===== src/rtl/serial_adder_pkg.sv =====
// Shared definitions for the bit-serial adder: FSM state encoding and default width.
package serial_adder_pkg;

  localparam int DEFAULT_WIDTH = 8;

  typedef enum logic [1:0] {
    ST_IDLE = 2'd0,
    ST_RUN  = 2'd1,
    ST_DONE = 2'd2
  } state_t;

endpackage


===== src/rtl/serial_adder_fulladder.sv =====
// One-bit full adder cell, reused as the single bit-slice of the serial adder.
module fulladder (
  input  logic a,
  input  logic b,
  input  logic c,
  output logic s,
  output logic cout
);

  assign s    = a ^ b ^ c;
  assign cout = (a & b) | (c & (a ^ b));

endmodule


===== src/rtl/serial_adder.sv =====
// Bit-serial WIDTH-bit adder: one full-adder slice processes one bit per clock, LSB first,
// with the carry held in a flop; sum/cout are presented with a one-cycle done pulse.
module serial_adder
  import serial_adder_pkg::*;
#(
  parameter int WIDTH = DEFAULT_WIDTH
) (
  input  logic             clk,
  input  logic             rst,
  input  logic             start,
  input  logic [WIDTH-1:0] a,
  input  logic [WIDTH-1:0] b,
  input  logic             cin,
  output logic             busy,
  output logic             done,
  output logic [WIDTH-1:0] sum,
  output logic             cout
);

  localparam int CW = (WIDTH > 1) ? $clog2(WIDTH) : 1;
  localparam logic [CW-1:0] LAST = CW'(WIDTH - 1);

  state_t           state_r;
  logic [WIDTH-1:0] shift_a_r;
  logic [WIDTH-1:0] shift_b_r;
  logic [WIDTH-1:0] sum_r;
  logic             carry_r;
  logic [CW-1:0]    count_r;
  logic             busy_r;
  logic             done_r;

  logic             fa_s;
  logic             fa_cout_s;
  logic [WIDTH-1:0] sum_next_s;

  fulladder u_fa (
    .a    (shift_a_r[0]),
    .b    (shift_b_r[0]),
    .c    (carry_r),
    .s    (fa_s),
    .cout (fa_cout_s)
  );

  // New sum bit enters at the MSB; a 1-bit adder simply replaces its only bit.
  generate
    if (WIDTH == 1) begin : g_w1
      assign sum_next_s = fa_s;
    end else begin : g_wn
      assign sum_next_s = {fa_s, sum_r[WIDTH-1:1]};
    end
  endgenerate

  // FSM, operand shifters, carry flop, bit counter and registered status flags.
  always_ff @(posedge clk or posedge rst) begin
    if (rst) begin
      state_r   <= ST_IDLE;
      shift_a_r <= '0;
      shift_b_r <= '0;
      sum_r     <= '0;
      carry_r   <= 1'b0;
      count_r   <= '0;
      busy_r    <= 1'b0;
      done_r    <= 1'b0;
    end else begin
      case (state_r)
        ST_IDLE, ST_DONE: begin
          done_r <= 1'b0;
          if (start) begin
            shift_a_r <= a;
            shift_b_r <= b;
            carry_r   <= cin;
            count_r   <= '0;
            busy_r    <= 1'b1;
            state_r   <= ST_RUN;
          end else begin
            busy_r  <= 1'b0;
            state_r <= ST_IDLE;
          end
        end
        ST_RUN: begin
          // start is deliberately ignored here: a running addition is never reloaded
          shift_a_r <= shift_a_r >> 1'b1;
          shift_b_r <= shift_b_r >> 1'b1;
          sum_r     <= sum_next_s;
          carry_r   <= fa_cout_s;
          count_r   <= count_r + CW'(1);
          if (count_r == LAST) begin
            busy_r  <= 1'b0;
            done_r  <= 1'b1;
            state_r <= ST_DONE;
          end else begin
            busy_r  <= 1'b1;
            done_r  <= 1'b0;
            state_r <= ST_RUN;
          end
        end
        default: begin
          busy_r  <= 1'b0;
          done_r  <= 1'b0;
          state_r <= ST_IDLE;
        end
      endcase
    end
  end

  assign busy = busy_r;
  assign done = done_r;
  assign sum  = sum_r;
  assign cout = carry_r;

endmodule


===== config.mk =====
export PLATFORM = sky130hd
export DESIGN_NAME = serial_adder
export DESIGN_NICKNAME = d
export VERILOG_FILES = /design/src/rtl/serial_adder_pkg.sv /design/src/rtl/serial_adder_fulladder.sv /design/src/rtl/serial_adder.sv
export SDC_FILE = /design/constraint.sdc
export NUM_CORES = 1
export LEC_CHECK = 0
export ABC_AREA = 1
export ABC_CLOCK_PERIOD_IN_PS = 2160
export BUFFER_PORTS_ARGS = -buffer_cell sky130_fd_sc_hd__clkbuf_2
export CAP_MARGIN = 20
export CORE_UTILIZATION = 60
export CTS_BUF_LIST = sky130_fd_sc_hd__clkbuf_8
export DETAILED_ROUTE_END_ITERATION = 8
export GPL_TIMING_DRIVEN = 0
export HOLD_SLACK_MARGIN = 0.05
export PLACE_DENSITY = 0.86
export SLEW_MARGIN = 10
export SYNTH_ARGS = -nofsm -noshare
export SYNTH_HDL_FRONTEND = slang
export SYNTH_SLANG_ARGS = --single-unit

===== constraint.sdc =====
create_clock -name clk -period 2.16 [get_ports clk]
set_input_delay 0.432 -clock clk [delete_from_list [all_inputs] [get_ports clk]]
set_output_delay 0.432 -clock clk [all_outputs]
set_load 0.01 [all_outputs]

# Word level (Yosys, flattened, before mapping)
# Index checks and enable logic that the tools add are counted.
# word_totals
out_inout_bits	11
wordCells	38
reg_bits	32
inputBits	20
# classes
bitwise_logic	5
n_eq_ne	4
n_mux	16
addsub	1
reduce_logical	4
# op_table
operator	count
case mux 8 bit (2 select lines)	2
2-to-1 mux 8 bit	2
2-to-1 mux 1 bit	6
case mux 3 bit (2 select lines)	1
case mux 1 bit (2 select lines)	2
case mux 2 bit (2 select lines)	1
adder 3 x 1 -> 3 bit, second input constant	1
equality test 3 bit, second input constant	1
2-to-1 mux 3 bit	1
bitwise AND 1 bit	2
equality test 2 x 1 -> 1 bit, second input constant	1
equality test 2 bit, second input constant	1
zero test 2 bit	1
2-to-1 mux 2 bit	1
!= test 2 bit, second input constant	1
AND reduction 2 bit	1
nonzero test 2 bit	1
OR reduction 2 bit	1
XOR 1 bit	2
bitwise OR 1 bit	1

# Logic depth before layout (Yosys ltp)
# logic_depth
ltp_word	4
mapped_depth	8
depth_no_buf	6

# Cells and area by module
# Synthesis repeated with hierarchy kept, for this count alone.
# unflattened
cells_unflattened	193
area_unflattened_um2	1512.7
# by_module_without_submodules
module	area_each_um2	n_inst	seq_area_each_um2	cells_per_inst
serial_adder	1492.7	1	750.7	192
fulladder	20.0	1	0.0	1

# Least setup slack after synthesis
# OpenSTA, ideal clock, no wires.
# synth_timing
path_type	reg2reg
startpoint	register carry_r, in the netlist cout
endpoint	register carry_r, in the netlist cout
period_less_slack_ns	1.184
path_slack_ns	0.976
setup_ns	0.117
path_stages_with_launch	6
n_path_buf	0
arrival_ns	1.067
t_required_ns	2.043
path_cell_list	dfrtp_1 > fa_1 > inv_1 > nand3_1 > nand3_1 > nand2_1
# synth_via
elab_chain_len	3
# synth_lines
item	line_no	rtl
start: declaration	serial_adder.sv:27	logic carry_r;
start signal: assignment	serial_adder.sv:71	carry_r <= cin;
start signal: assignment	serial_adder.sv:85	carry_r <= fa_cout_s;
bitwise AND 1 bit	serial_adder_fulladder.sv:11	assign cout = (a & b) | (c & (a ^ b));
bitwise OR 1 bit	serial_adder_fulladder.sv:11	
case mux 1 bit (2 select lines)	serial_adder.sv:65	case (state_r)
# Every way passes these cells.
# A chain may end at the register's enable or synchronous reset.

# Worst setup path in the final report
# layout_timing
startpoint	register carry_r, in the netlist cout
endpoint	output port cout
# layout_rtl
item	line_no	rtl
end: declaration	serial_adder.sv:17	output logic cout
# No word-level cell between the ends.

==> out/results.ini <==
[run_status]
status=finished, final reports clean

[clock_network]
cts_tree=done
htreeDepth=2
postCtsSetupBuffers=0
cts_hold_buffers=0
cts_resized=0
root_buffer=clkbuf_8
clk_path_buf_depth=2
clock-sinks=30
clk_pin_slew_ns=0.07
worst_skew_pair.late_latency_ns=0.28
cts_inserted_buffers=5

[power]
ir_drop_mv=1.143
cellLeakagePower_nw=1.101
p_per_area_nw_per_um2=1618
finalPower_w=0.002970

[die]
die_height_um=52.21
die_w_um=52.21
ioPinCount=31
start_util=0.6585
rows=17
coreArea_sq_um=2297
die_area_sq_um=2726

[detailed_routing]
drtIter0Drc=58
routed-wl-met3_um=165
wl_met2_um=1769
wl_met1_um=1414
routedWlPerCell_um=12.96
vias_per_cell=5.208
vias=1354
routed.top_layer=met4
drc=0
wl_um=3370
ant_nets=0
dr.pass1.iters=4

[cells_and_area]
drive_above_1_share=0.2284
seqCellArea_sq_um=750.7
multi_input_area_sq_um=553.0
fillers=148
syn_to_final_growth_pct=21.34
final_util=0.7990
final_cell_mix=nand2_1 (73), inv_1 (34), nand3_1 (30), dfrtp_1 (30), clkbuf_2 (30)
stdcell_count=260
n_antenna_cell=0
nNetsFinal=254
final_common_cell=nand2_1

[placed_design]
dp.cells=251
numPortBuffers=30
dp_hpwl_um=2266
gp_congestion=0.7418

[min_path]
hp-class=in2async

[global_route]
grt_pass1_wl_um=5382
grt_max_degree=31
grt-ovfl-total=0
grt_pass1_vias=1279
antenna_found_initial=0
grt_use_total=0.2773

[worst_setup_path]
critPathKind=reg2out
cp_top_family=flip-flops
cp-startpoint=cout$_DFFE_PP0P_
required_ns=1.73
crit_path_start_kind=flop
reg2reg_from=done$_DFF_PP0_
endpoint_kind=output port
slowest_delay_ns=0.42
crit_fanout=3
worst-path-buf-inv=1
worstPathCellList=clkbuf_2
cp_data_arrival_time_ns=0.84
worst_path_max_delay_cell=dfrtp_1

[timing]
finalCritPeriodShare=0.5879
setup_tns_ns=0
tightest_slew_ns=0.5362
slew_viol_final=0
period_needed_ns=1.270
setup_viol=0
relSlewSlack=0.6421
timing.hold.ws_ns=0.1700
rsz0062_at_grt=no
fmax_mhz=787.5
hold_viol_final=0
fin_skew_ns=0.007296

[synth]
ys_types=17
synth.ff_latch_count=30
synth_area_leaders=dfrtp_1 (50%), nand2_1 (18%), nand3_1 (9.9%)
seq_area_frac_synth=0.4963
synthCells=193
synth_area_sq_um=1513
synth_warnings=0
synth_area_per_cell_sq_um=7.838
yosysTopAreaCellShare=0.4963
synth_area_leader_cell=dfrtp_1
syn_nets=216

[job]
maxCapViolCount=0

[path summary, 6_finish.rpt]
kind                       depth (start not counted)  slack [ns]                  endpoint
setup / recovery                                   1        0.89                      cout
hold / removal                                     2        0.17    count_r[0]$_DFFE_PP0P_
setup reg to reg                                   7        0.90  shift_b_r[1]$_DFFE_PP0P_
hold reg to reg                                    1        0.48    count_r[0]$_DFFE_PP0P_
max in group asynchronous                          3        1.51  shift_a_r[7]$_DFFE_PP0P_
min in group clk                                   3        0.37  shift_b_r[7]$_DFFE_PP0P_
[cell type report]
cell class	count	share of cell area
Tap cell	28	0.01909
Clock buffer	8	0.05999
Multi-Input combinational cell	118	0.3013
Timing Repair Buffer	31	0.09680
Sequential cell	30	0.4090
Inverter	37	0.07839
Buffer	8	0.03545
[flip-flops by register name, indices dropped and copies added, names as in the netlist]
register   cells
count_r        3
done           1
shift_a_r      8
state_r        1
sum            8
cout           1
shift_b_r      8
[cell usage after synthesis, drive strengths merged]
cell / number
a21oi: 1
buf: 8
dfrtp: 30
fa: 1
ha: 2
inv: 37
nand2: 76
nand3: 30
nor2: 3
o21ai: 5
[metrics by stage]
stage / worst slack (ns) / cell area [sq um]
floorplan: 0.9761 / 1513
global placement: 0.7289 / 1698
detailed placement: 0.7298 / 1698
CTS: 0.8851 / 1808
global route: 0.8440 / 1836
finish: 0.8902 / 1836
[where the power goes]
part	internal [W]	switching, W	total [W]
Clock	0.000322	0.000207	0.000529
Sequential	0.000839	0.000170	0.00101
Combinational	0.000554	0.000878	0.00143
Total	0.00171	0.00126	0.00297
[routing by layer]
layer,vias up,GRT usage
li1,655,-
met1,643,0.3205
met2,54,0.4957
met3,2,0.07536
met4,0,0.08772
met5,-,0
[cells by family (layout without fill, tap and decap cells)]
| kind of cell | count (synthesis) | in the layout | share of synthesized area |
|---|---|---|---|
| compound gates | 6 | 6 | 0.01985 |
| fa+ha+maj | 3 | 3 | 0.02977 |
| buf+inv | 45 | 84 | 0.1381 |
| flops | 30 | 30 | 0.4963 |
| simple gates | 109 | 109 | 0.3160 |
(Power assumes the default switching activity.)
